`src/rtl/sequence_player_pkg.sv`:
```
// Shared simon package: playback state encoding, default step timing and widths.
// Reused by the game controller as well as the sequence player.
package sequence_player_pkg;

    localparam int unsigned LEN_W         = 5;
    localparam int unsigned SEQ_W         = 32;
    localparam int unsigned CNT_W         = 8;
    localparam int unsigned DEF_ON_TICKS  = 3;
    localparam int unsigned DEF_OFF_TICKS = 2;

    typedef enum logic [1:0] {
        ST_IDLE = 2'd0,
        ST_ON   = 2'd1,
        ST_OFF  = 2'd2,
        ST_DONE = 2'd3
    } play_state_e;

    // Playback request captured when a start is accepted.
    typedef struct packed {
        logic [LEN_W-1:0] length;
        logic [SEQ_W-1:0] seq;
    } play_req_t;

endpackage

```
`src/rtl/sequence_player_if.sv`:
```
// Control/status bundle between the game controller (master) and the sequence player (slave).
interface sequence_player_if;
    import sequence_player_pkg::*;

    logic             start;
    logic             abort;
    logic             tick;
    logic [LEN_W-1:0] length;
    logic [SEQ_W-1:0] seq;
    logic             led_left;
    logic             led_right;
    logic             busy;
    logic             done;
    logic [LEN_W-1:0] pos;

    modport slave (
        input  start, abort, tick, length, seq,
        output led_left, led_right, busy, done, pos
    );

    modport master (
        output start, abort, tick, length, seq,
        input  led_left, led_right, busy, done, pos
    );

endinterface

```
`src/rtl/sequence_player_phase_timer.sv`:
```
// Tick counter for one ON or OFF phase; expire flags the tick that completes the phase.
module phase_timer
    import sequence_player_pkg::*;
(
    input  logic             clk,
    input  logic             reset_n,
    input  logic             clear,
    input  logic             tick,
    input  logic [CNT_W-1:0] limit,
    output logic             expire
);

    logic [CNT_W-1:0] r_count;

    assign expire = tick && (r_count == CNT_W'(limit - CNT_W'(1)));

    // Counter restarts on clear and on phase completion; otherwise advances per tick.
    always_ff @(posedge clk or negedge reset_n) begin
        if (!reset_n) begin
            r_count <= '0;
        end else if (clear || expire) begin
            r_count <= '0;
        end else if (tick) begin
            r_count <= r_count + CNT_W'(1);
        end
    end

endmodule

```
`src/rtl/sequence_player.sv`:
```
// Plays a latched left/right LED sequence, one step per ON/OFF tick window.
module sequence_player
    import sequence_player_pkg::*;
#(
    parameter int unsigned ON_TICKS  = DEF_ON_TICKS,
    parameter int unsigned OFF_TICKS = DEF_OFF_TICKS
) (
    input  logic              clk,
    input  logic              reset_n,
    sequence_player_if.slave  bus
);

    localparam logic [CNT_W-1:0] ON_LIMIT  = CNT_W'(ON_TICKS);
    localparam logic [CNT_W-1:0] OFF_LIMIT = CNT_W'(OFF_TICKS);

    play_state_e      r_state, w_state_next;
    play_req_t        r_req, w_req_next;
    logic [LEN_W-1:0] r_pos, w_pos_next;
    logic             r_led_left, r_led_right, r_busy, r_done;
    logic             w_led_left, w_led_right, w_busy, w_done;
    logic             w_step_bit;
    logic             w_expire;
    logic             w_clear;
    logic [CNT_W-1:0] w_limit;

    // Timer only runs while a step phase is active.
    assign w_clear = (r_state == ST_IDLE) || (r_state == ST_DONE) || bus.abort;
    assign w_limit = (r_state == ST_OFF) ? OFF_LIMIT : ON_LIMIT;

    phase_timer u_phase_timer (
        .clk     (clk),
        .reset_n (reset_n),
        .clear   (w_clear),
        .tick    (bus.tick),
        .limit   (w_limit),
        .expire  (w_expire)
    );

    always_ff @(posedge clk or negedge reset_n) begin
        if (!reset_n) begin
            r_state     <= ST_IDLE;
            r_req       <= '0;
            r_pos       <= '0;
            r_led_left  <= 1'b0;
            r_led_right <= 1'b0;
            r_busy      <= 1'b0;
            r_done      <= 1'b0;
        end else begin
            r_state     <= w_state_next;
            r_req       <= w_req_next;
            r_pos       <= w_pos_next;
            r_led_left  <= w_led_left;
            r_led_right <= w_led_right;
            r_busy      <= w_busy;
            r_done      <= w_done;
        end
    end

    // Next state plus next-cycle output values, so every output leaves a flop.
    always_comb begin
        w_state_next = r_state;
        w_req_next   = r_req;
        w_pos_next   = r_pos;

        case (r_state)
            ST_IDLE: begin
                if (bus.start && !bus.abort) begin
                    w_state_next = ST_ON;
                    w_req_next   = '{length: bus.length, seq: bus.seq};
                    w_pos_next   = '0;
                end
            end
            ST_ON: begin
                if (bus.abort) begin
                    w_state_next = ST_IDLE;
                    w_pos_next   = '0;
                end else if (w_expire) begin
                    w_state_next = ST_OFF;
                end
            end
            ST_OFF: begin
                if (bus.abort) begin
                    w_state_next = ST_IDLE;
                    w_pos_next   = '0;
                end else if (w_expire) begin
                    if (r_pos == r_req.length) begin
                        w_state_next = ST_DONE;
                    end else begin
                        w_state_next = ST_ON;
                        w_pos_next   = r_pos + LEN_W'(1);
                    end
                end
            end
            ST_DONE: begin
                w_state_next = ST_IDLE;
                if (bus.abort) begin
                    w_pos_next = '0;
                end
            end
            default: begin
                w_state_next = ST_IDLE;
                w_pos_next   = '0;
            end
        endcase

        w_step_bit  = w_req_next.seq[w_pos_next];
        w_led_right = (w_state_next == ST_ON) && w_step_bit;
        w_led_left  = (w_state_next == ST_ON) && !w_step_bit;
        w_busy      = (w_state_next != ST_IDLE);
        w_done      = (w_state_next == ST_DONE);
    end

    assign bus.led_left  = r_led_left;
    assign bus.led_right = r_led_right;
    assign bus.busy      = r_busy;
    assign bus.done      = r_done;
    assign bus.pos       = r_pos;

endmodule

```
`src/flat_wrapper.sv`:
```
// flat-port wrapper written by rule: the top's interface ports become plain ports
module sequence_player_flat import sequence_player_pkg::*;
#(
    parameter int unsigned ON_TICKS  = DEF_ON_TICKS,
    parameter int unsigned OFF_TICKS = DEF_OFF_TICKS
)
  (clk, reset_n, bus_start, bus_abort, bus_tick, bus_length, bus_seq, bus_led_left, bus_led_right, bus_busy, bus_done, bus_pos);
  sequence_player_if bus_i ();
  input  logic clk;
  input  logic reset_n;
  input wire logic [$bits(bus_i.start)-1:0] bus_start;
  input wire logic [$bits(bus_i.abort)-1:0] bus_abort;
  input wire logic [$bits(bus_i.tick)-1:0] bus_tick;
  input wire logic [$bits(bus_i.length)-1:0] bus_length;
  input wire logic [$bits(bus_i.seq)-1:0] bus_seq;
  output wire logic [$bits(bus_i.led_left)-1:0] bus_led_left;
  output wire logic [$bits(bus_i.led_right)-1:0] bus_led_right;
  output wire logic [$bits(bus_i.busy)-1:0] bus_busy;
  output wire logic [$bits(bus_i.done)-1:0] bus_done;
  output wire logic [$bits(bus_i.pos)-1:0] bus_pos;
  assign bus_i.start = bus_start;
  assign bus_i.abort = bus_abort;
  assign bus_i.tick = bus_tick;
  assign bus_i.length = bus_length;
  assign bus_i.seq = bus_seq;
  assign bus_led_left = bus_i.led_left;
  assign bus_led_right = bus_i.led_right;
  assign bus_busy = bus_i.busy;
  assign bus_done = bus_i.done;
  assign bus_pos = bus_i.pos;
  sequence_player #(.ON_TICKS(ON_TICKS), .OFF_TICKS(OFF_TICKS)) u_core (.clk(clk), .reset_n(reset_n), .bus(bus_i));
endmodule
```
`config.mk`:
```
export PLATFORM = sky130hd
export DESIGN_NAME = sequence_player_flat
export DESIGN_NICKNAME = d
export VERILOG_FILES = /design/src/rtl/sequence_player_pkg.sv /design/src/rtl/sequence_player_if.sv /design/src/rtl/sequence_player_phase_timer.sv /design/src/rtl/sequence_player.sv /design/src/flat_wrapper.sv
export SDC_FILE = /design/constraint.sdc
export NUM_CORES = 1
export LEC_CHECK = 0
export BUFFER_PORTS_ARGS = -buffer_cell sky130_fd_sc_hd__buf_2
export CAP_MARGIN = 0
export CORE_ASPECT_RATIO = 0.6
export CORE_MARGIN = 8
export CORE_UTILIZATION = 45
export DETAILED_ROUTE_END_ITERATION = 6
export PLACE_DENSITY = 0.66
export SLEW_MARGIN = 20
export SYNTH_ARGS = -nofsm -noshare
export SYNTH_HDL_FRONTEND = slang
export SYNTH_HIERARCHICAL = 1
export SYNTH_SLANG_ARGS = --single-unit
```
`constraint.sdc`:
```
create_clock -name clk -period 5.03 [get_ports clk]
set_input_delay 0.7545 -clock clk [delete_from_list [all_inputs] [get_ports clk]]
set_output_delay 0.7545 -clock clk [all_outputs]
set_load 0.005 [all_outputs]
```
---- Word level (Yosys, flattened, before mapping) ----
Cells that the tools add are included.
cells by class
  add/subtract/negate cells ............... 3
  reductions and logical operators ........ 14
  mux-type cells .......................... 20
  eq/ne operators ......................... 7
  magnitude comparators ................... 1
operators by type and width
  kind                                                                          count
  32-bit two-way mux                                                            2
  5-bit two-way mux                                                             5
  8-bit two-way mux                                                             2
  5-bit case mux with 3 select lines                                            1
  2-bit two-way mux                                                             6
  8-bit by 1-bit adder with 8-bit output, second input constant                 1
  8-bit equality test                                                           1
  2-bit case mux with 4 select lines                                            1
  8-bit by 1-bit subtractor with 8-bit output, second input constant            1
  2-bit equality test, second input constant                                    3
  5-bit by 6-bit less-than comparator with 1-bit output, second input constant  1
  5-bit by 1-bit adder with 5-bit output, second input constant                 1
  1-bit binary-select mux with 5-bit select                                     1
  5-bit equality test                                                           1
  2-bit by 1-bit equality test with 1-bit output, second input constant         2
  1-bit logical AND                                                             4
  2-bit nonzero test                                                            2
  1-bit logical OR                                                              3
  1-bit zero test                                                               2
  2-bit zero test                                                               1
  1-bit two-way mux                                                             2
  2-bit AND reduction                                                           1
  2-bit OR reduction                                                            1
storage, ports and cells
  bits of input ports ..................... 42
  output and inout bits ................... 9
  flip-flop bits (word level) ............. 56
  logic and storage cells ................. 54

---- Longest topological paths before layout ----
Gate-level depths: netlist (run 1).
  word-level depth ........................ 12
  depth in mapped cells ................... 21
  depth with buffers taken out ............ 19

---- Hierarchy ----
Netlist (run 1), hierarchy kept.
by module, submodules not included
  module           area an instance (um^2)  times used  cells each  seq. area each (um^2)
  sequence_player  2441.1                   1           196         1201.2
  phase_timer      690.7                    1           75          200.2

---- Least setup slack after synthesis (run 1) ----
Ideal clock, no wire load.
  path kind ............................... reg2reg
  from .................................... register u_core.r_state[0]
  to ...................................... register u_core.r_led_right (netlist: u_core/bus.led_right)
  setup time .............................. 0.120 ns
  path slack .............................. 1.168 ns
  required time ........................... 4.910 ns
  buffers on the path ..................... 1
  period minus slack after synthesis ...... 3.862 ns
  data arrival time ....................... 3.742 ns
  stages on the path, launching flop included .. 21
  cell sequence ........................... dfrtp_1 -> inv_1 -> ha_1 -> inv_1 -> inv_1 -> ha_1 -> xnor2_1 -> a21oi_1 -> o2111ai_1 -> nor4_4 -> and2_1 -> inv_1 -> a21boi_0 -> o21ai_1 -> o21ai_2 -> o31ai_4 -> buf_8 -> mux2_1 -> a22oi_1 -> nand3_1 -> and4_1
between the ends
  longest elaborated chain between the ends .. 11
  elaborated cells between the ends (all ways) .. 23
  those cells by class .................... 1 x add/sub; 5 x eq/ne; 13 x mux; 4 x reduce/logical
RTL lines
  what                                         RTL line                           text
  start: declaration                           sequence_player.sv:16              play_state_e r_state, w_state_next;
  start signal: assignment                     sequence_player.sv:49              r_state <= w_state_next;
  2-bit equality test                          sequence_player.sv:28              assign w_limit = (r_state == ST_OFF) ? OFF_LIMIT : ON_LIMIT;
  1-bit two-way mux                            sequence_player.sv:28
  named net u_core.w_limit[0]                  sequence_player.sv:24              logic [CNT_W-1:0] w_limit;
  8-bit by 1-bit subtractor with 8-bit output  sequence_player_phase_timer.sv:15  assign expire = tick && (r_count == CNT_W'(limit - CNT_W'(1)));
  8-bit equality test                          sequence_player_phase_timer.sv:15
  1-bit logical AND                            sequence_player_phase_timer.sv:15
  named net u_core.w_expire                    sequence_player.sv:22              logic w_expire;
  5-bit two-way mux                            sequence_player.sv:85              end else if (w_expire) begin
  5-bit two-way mux                            sequence_player.sv:82              if (bus.abort) begin
  5-bit case mux with 3 select lines           sequence_player.sv:65              case (r_state)
  named net u_core.w_pos_next[0]               sequence_player.sv:18              logic [LEN_W-1:0] r_pos, w_pos_next;
  1-bit binary-select mux with 5-bit select    sequence_player.sv:106             w_step_bit = w_req_next.seq[w_pos_next];
  1-bit two-way mux (implied by the code)      sequence_player.sv:106
  1-bit logical AND                            sequence_player.sv:107             w_led_right = (w_state_next == ST_ON) && w_step_bit;
  named net u_core.w_led_right                 sequence_player.sv:20              logic w_led_left, w_led_right, w_busy, w_done;
  end signal: assignment                       sequence_player.sv:53              r_led_right <= w_led_right;
  end: declaration                             sequence_player.sv:19              logic r_led_left, r_led_right, r_busy, r_done;
The timed path passes the listed nets, and every way through them passes these cells. The select of a mux whose other input is x is not followed.
A chain may end at the register's enable or synchronous reset.

---- Worst setup path in the final report (run 1) ----
  from .................................... register u_core.r_state[0]
  to ...................................... register u_core.r_led_right (netlist: u_core/bus.led_right)
between the ends
  longest elaborated chain between the ends .. 11
  elaborated cells between the ends (all ways) .. 23
  those cells by class .................... 1 x add/sub; 5 x eq/ne; 13 x mux; 4 x reduce/logical
RTL lines
  what                                           RTL line
  2-bit equality test *                          sequence_player.sv:28
  1-bit two-way mux *                            sequence_player.sv:28
  named net u_core.w_limit[0]                    sequence_player.sv:24
  8-bit by 1-bit subtractor with 8-bit output *  sequence_player_phase_timer.sv:15
  8-bit equality test *                          sequence_player_phase_timer.sv:15
  1-bit logical AND *                            sequence_player_phase_timer.sv:15
  named net u_core.w_expire                      sequence_player.sv:22
  5-bit two-way mux                              sequence_player.sv:85
  5-bit two-way mux                              sequence_player.sv:82
  5-bit case mux with 3 select lines             sequence_player.sv:65
  1-bit binary-select mux with 5-bit select      sequence_player.sv:106
  1-bit two-way mux (implied by the code)        sequence_player.sv:106
  1-bit logical AND *                            sequence_player.sv:107
  named net u_core.w_led_right                   sequence_player.sv:20
The timed path passes the listed nets; every way through them passes the cells marked *. The select of a mux whose other input is x is not followed.

==> out/qor.csv, run 1 <==
metric;value;unit
status;finished, final reports clean;
cts_tree;done;
place.gp.congestion;0.845;
synth-seq-cells;56;
die_y;80.6;µm
rsz0062_at_grt;false;
p_clk_share;22.9;%
overflow;0;
ys_async_sr_fraction;100;%
wl_met2;2.54;mm
highest_layer;met4;
required;5210;ps
dp_hpwl;5.17;mm
worst_pin_slew;897;ps
core_region_area;0.00671;mm²
row_count;23;
synth_edf_count;0;
p_comb_share;32.8;%
viasPerCell;5.03;
worst_ir_drop_vdd;0.227;mV
clock_skew;10.5;ps
setup_tns;0;ps
post-cts-setup-buffers;0;
hold_buffers;0;
crit_type;reg2reg;
seq_area;0.00140;mm²
die_area;0.00997;mm²
yosysMostFrequentCell;dfrtp_1;
place.port_buffers;50;
cp-start-kind;flop;
grt_max_degree;57;
synth_top_cell_area_share;44.7;%
swShare;29.8;%
grt_pass1_vias;2090;
clock_latency;290;ps
cts.sinks;56;
drt-met1-wl;3.71;mm
drv_cap;0;
dieWidth;124;µm
min_period;4510;ps
synthToLayoutAreaGrowth;17.8;%
synth_area_leaders;dfrtp_1 (45%), mux2_2 (18%), xnor2_1 (4.5%);
routed_wl;6.70;mm
grt_pass1_wl;11.0;mm
hp-class;reg2reg;
post_route_cells_drive_above_1_share;36.0;%
slew_headroom;40.2;%
power_switching;451;µW
arrival;4690;ps
finalPower;1.51;mW
power.leakage;1.65;nW
syn_area_per_cell;11.6;µm²
utilization;55.0;%
synthCells;271;
post_drt_wl_per_cell;15.5;µm
diodes;0;
antenna_found_initial;0;
firstDrtPassIters;4;
internal_power;1.06;mW
powerDensity;411;mW/mm²
via_count;2167;
pwr-share-seq;44.2;%
start_util;46.7;%
drtIter0Drc;181;
htreeDepth;2;
dp.cells;423;
io-pin-count;51;
layout.nets;393;
whs;495;ps
ys_types;50;
fin_crit_sh;89.6;%
clock_tree.buffer_depth;2;
setup_viol;0;
track_usage;14.0;%
syn_area;0.00313;mm²
ys_warn_count;6;
clk_pin_slew;70;ps
cts_buffers;5;
synth-seq-area-share;44.7;%
route.met3.wl;406;µm
drc;0;
synth_area_leader_cell;dfrtp_1;
fmax;222;MHz
fill_cells;579;
ant_nets;0;
critical_path.endpoint_type;flop;
finalHoldViolCount;0;
fin_cells;431;
crit_fanout;17;
multi_input_area;0.00171;mm²
synth_ff_type;dfrtp_1;
synth_common_cells;dfrtp_1 (56), mux2_2 (50), xnor2_1 (16);
slew_viol_final;0;
clockRootBuffer;clkbuf_16;
cts_resized;0;
## final cells by class
cell class,instances,area share [%]
tap,87,2.95
clock inverter,3,0.611
inverter,12,1.22
multi-input combinational,215,46.4
sequential,56,38.0
timing repair buffer,53,7.39
clock buffer,5,3.39
## critical path: stages (launching register included)
cell and delay, ps:
dfrtp_1 410, inv_1 100, ha_1 260, inv_1 220, inv_1 80, ha_1 310
xnor2_1 120, a21oi_1 110, o2111ai_1 170, nor4_4 160, buf_4 190, and2_1 270
o21ai_2 150, o31ai_4 780, mux2_2 430, a221oi_1 320, a22oi_2 140, and4_1 160
## per-stage QoR
stage / cell area (µm²) / setup slack, ps
floorplan: 3210 / 1170
global placement: 3540 / 776
detailed placement: 3540 / 565
CTS: 3690 / 527
global route: 3690 / 195
finish: 3690 / 523
## cells in the final DEF, fill, tap and decap left out, types with 2 or more instances in the layout
| cell type | netlist | layout |
|---|---|---|
| dfrtp_1 | 56 | 56 |
| buf_2 | 5 | 50 |
| mux2_2 | 50 | 50 |
| conb_1 | 2 | 24 |
| xnor2_1 | 16 | 16 |
| inv_1 | 12 | 12 |
| nand2_1 | 12 | 12 |
| nor2_1 | 10 | 10 |
| a211oi_1 | 9 | 9 |
| ha_1 | 8 | 8 |
| a21oi_1 | 7 | 7 |
| o21ai_0 | 7 | 7 |
| xor2_1 | 7 | 7 |
| a22oi_1 | 6 | 6 |
| clkbuf_16 | 0 | 5 |
| nand4_1 | 5 | 5 |
| o21ai_2 | 4 | 4 |
| and2_1 | 4 | 4 |
| nor3_1 | 3 | 3 |
| o2111ai_1 | 3 | 3 |
| o211ai_1 | 3 | 3 |
| nor2b_1 | 3 | 3 |
| buf_4 | 0 | 3 |
| nand3_1 | 2 | 2 |
| or2_4 | 2 | 2 |
| o31a_1 | 2 | 2 |
| nand2b_1 | 2 | 2 |
| a221oi_1 | 2 | 2 |
| mux2_1 | 2 | 2 |
| o21bai_1 | 2 | 2 |
| nor4_4 | 2 | 2 |
## registers in the layout, indices dropped and copies added, names as in the netlist
signal and count:
u_core/u_phase_timer/r_count 8, u_core/bus.done 1, u_core/bus.pos 5, u_core/bus.busy 1, u_core/bus.led_right 1, u_core/bus.led_left 1, u_core/r_req 37, u_core/r_state 2
## power groups by stage
stage	Sequential, mW	Clock (mW)	Combinational [mW]
2_1_floorplan	0.662	0	0.378
3_3_place_gp	0.670	0	0.490
3_5_place_dp	0.678	0	0.497
4_1_cts	0.669	0.358	0.499
5_1_grt	0.685	0.375	0.554
6_report	0.670	0.348	0.498
## logic make-up after synthesis
kind of cell             Yosys count  share of synthesized area, %
AO/OA/AOI/OAI                     53                          12.5
XOR/XNOR                          23                          6.43
adder cells (fa/ha/maj)            8                          3.20
buffers and inverters             22                          3.20
flip-flops                        56                          44.7
multiplexers                      54                          19.5
other                              2                         0.240
AND/OR/NAND/NOR                   53                          10.2
## path summary, 6_finish.rpt
| kind | startpoint | to | slack (ps) | cells after the start |
|---|---|---|---|---|
| setup / recovery | u_core/r_state[0] | u_core/bus.led_right | 520 | 17 |
| hold / removal | u_core/r_req[2] | u_core/r_req[2] | 500 | 1 |
| max in group asynchronous | reset_n | u_core/r_req[0] | 3980 | 2 |
| hold reg to reg | u_core/r_req[2] | u_core/r_req[2] | 500 | 1 |
| setup reg to reg | u_core/r_state[0] | u_core/bus.led_right | 520 | 17 |
| min in group asynchronous | reset_n | u_core/r_req[10] | 580 | 2 |
## layer usage
| metal | vias to the layer above | global-route usage (%) |
|---|---|---|
| li1 | 1096 | - |
| met4 | 0 | 3.23 |
| met3 | 4 | 3.29 |
| met5 | - | 0 |
| met2 | 46 | 18.0 |
| met1 | 1021 | 22.3 |
(Power assumes the default switching activity.)
==> run 2, diff against run 1 <==
--- a/config.mk
+++ b/config.mk
@@ -5,13 +5,13 @@
 export SDC_FILE = /design/constraint.sdc
 export NUM_CORES = 1
 export LEC_CHECK = 0
-export BUFFER_PORTS_ARGS = -buffer_cell sky130_fd_sc_hd__buf_2
 export CAP_MARGIN = 0
 export CORE_ASPECT_RATIO = 0.6
 export CORE_MARGIN = 8
 export CORE_UTILIZATION = 45
+export CTS_BUF_LIST = sky130_fd_sc_hd__clkbuf_8
 export DETAILED_ROUTE_END_ITERATION = 6
-export PLACE_DENSITY = 0.66
+export DONT_BUFFER_PORTS = 1
 export SLEW_MARGIN = 20
 export SYNTH_ARGS = -nofsm -noshare
 export SYNTH_HDL_FRONTEND = slang
==> out/qor.csv, run 2 (synthesis gave the netlist of run 1 again) <==
metric;value;unit;change
status;finished, final reports clean;;
largest_reg_flops;37;;unchanged
clock_skew;4.78;ps;-5.72 ps
grt_pass1_wl;10.6;mm;-3.6%
hold_buffers;0;;unchanged
clockRootBuffer;clkbuf_8;;
place.port_buffers;0;;-100%
rsz0062_at_grt;false;;
finalPower;1.39;mW;-8.5%
via_count;2033;;-6.2%
crit_type;reg2reg;;
htreeDepth;2;;unchanged
worst_ir_drop_vdd;0.256;mV;+13%
firstDrtPassIters;4;;unchanged
drc;0;;unchanged
worst_pin_slew;562;ps;-334 ps
slew_headroom;62.2;%;+22 points
drtIter0Drc;124;;-31%
layout.nets;342;;-13%
top_register;u_core/r_req;;
diodes;0;;unchanged
dp_hpwl;5.04;mm;-2.5%
r2r_end;u_core/bus.led_right;;
place.gp.congestion;0.852;;+0.76%
final_common_cell;dfrtp_1;;
start_util;46.7;%;unchanged
clock_latency;320;ps;+30 ps
whs;118;ps;-378 ps
die_area;0.00997;mm²;unchanged
required;5250;ps;+40 ps
cp-start-kind;flop;;
r2r_start;u_core/r_state[0];;
setup_tns;0;ps;unchanged
grt_max_degree;57;;unchanged
track_usage;13.9;%;-0.055 points
core_region_area;0.00671;mm²;unchanged
most-common-layout-cells;dfrtp_1 (56), mux2_2 (50), conb_1 (24);;
drt-met1-wl;3.53;mm;-5.0%
cts.sinks;56;;unchanged
powerDensity;410;mW/mm²;about the same
cts_buffers;5;;unchanged
drv_cap;0;;unchanged
finalHoldViolCount;0;;unchanged
wl_met2;2.40;mm;-5.5%
clk_pin_slew;100;ps;+30 ps
overflow;0;;unchanged
grt_pass1_vias;1932;;-7.6%
highest_layer;met4;;
min_period;4510;ps;+4.91 ps
io-pin-count;51;;unchanged
post_route_cells_drive_above_1_share;24.6;%;-11 points
arrival;4730;ps;+40 ps
cts_tree;done;;
cts_resized;0;;unchanged
crit_fanout;17;;unchanged
viasPerCell;5.35;;+6.4%
dieWidth;124;µm;unchanged
hp-class;in2async;;
r2r_cells;20;;+3
clock_tree.buffer_depth;2;;unchanged
routed_wl;6.55;mm;-2.2%
post_drt_wl_per_cell;17.2;µm;+11%
r2r_slack;520;ps;about the same
slew_viol_final;0;;unchanged
route.met3.wl;561;µm;+38%
critical_path.endpoint_type;flop;;
power.leakage;1.41;nW;-15%
setup_viol;0;;unchanged
ant_nets;0;;unchanged
antenna_found_initial;0;;unchanged
row_count;23;;unchanged
fill_cells;608;;+5.0%
fin_crit_sh;89.7;%;+0.098 points
fmax;222;MHz;-0.11%
synthToLayoutAreaGrowth;7.83;%;
post-cts-setup-buffers;0;;unchanged
die_y;80.6;µm;unchanged
==> run 2: worst max path at each step <==
stage,start,to,cells past startpoint
after detailed placement,u_core/r_state[0],u_core/bus.led_right,20
final,u_core/r_state[0],u_core/bus.led_right,20
after global routing,u_core/r_state[0],u_core/bus.led_right,20
after global placement,u_core/r_state[0],u_core/bus.led_left,20
after floorplan,u_core/r_state[0],u_core/bus.led_right,20
after CTS,u_core/r_state[0],u_core/bus.led_right,20
==> run 2: area by class of cell <==
cell class	count	area (µm²)	share of cell area, %
flip-flops and latches	56	1400	41.5
repair buffers	2	15.0	0.445
inverters	12	45.0	1.33
well taps	87	109	3.22
multi-input cells	215	1710	50.7
clock buffers	6	82.6	2.45
clock inverters	2	11.3	0.333
==> run 2: power breakdown <==
group / switching (mW) / internal, mW
sequential: 0.0584 / 0.615
clock: 0.146 / 0.110
combinational: 0.214 / 0.243
==> run 2: worst max-delay path, cell delays in order, from the launching register on <==
cell and delay (ps):
dfrtp_1 400, inv_1 100, ha_1 260, inv_1 230, inv_1 70, ha_1 310, xnor2_1 130, a21oi_1 110
o2111ai_1 190, nor4_4 410, and2_1 330, inv_1 110, a21boi_0 170, o21ai_1 120, o21ai_2 230, o31ai_4 90
buf_4 220, mux2_2 290, a22oi_1 280, nand3_1 150, and4_1 210
==> run 2: per-stage QoR <==
| step | area [µm²] | std cells | setup WS, ps | utilization (%) |
|---|---|---|---|---|
| after floorplan | 3210 | 293 | 1170 | - |
| after global placement | 3280 | 372 | 741 | 49.0 |
| after detailed placement | 3280 | 372 | 575 | 49.0 |
| after CTS | 3380 | 380 | 536 | 50.4 |
| after global routing | 3380 | 380 | 162 | 50.4 |
| final | 3380 | 380 | 518 | 50.4 |
==> run 2: per-layer routing <==
metal / up-vias / GRT usage, %
li1: 995 / -
met2: 45 / 17.4
met3: 8 / 5.60
met4: 0 / 3.94
met1: 985 / 20.9
met5: - / 0
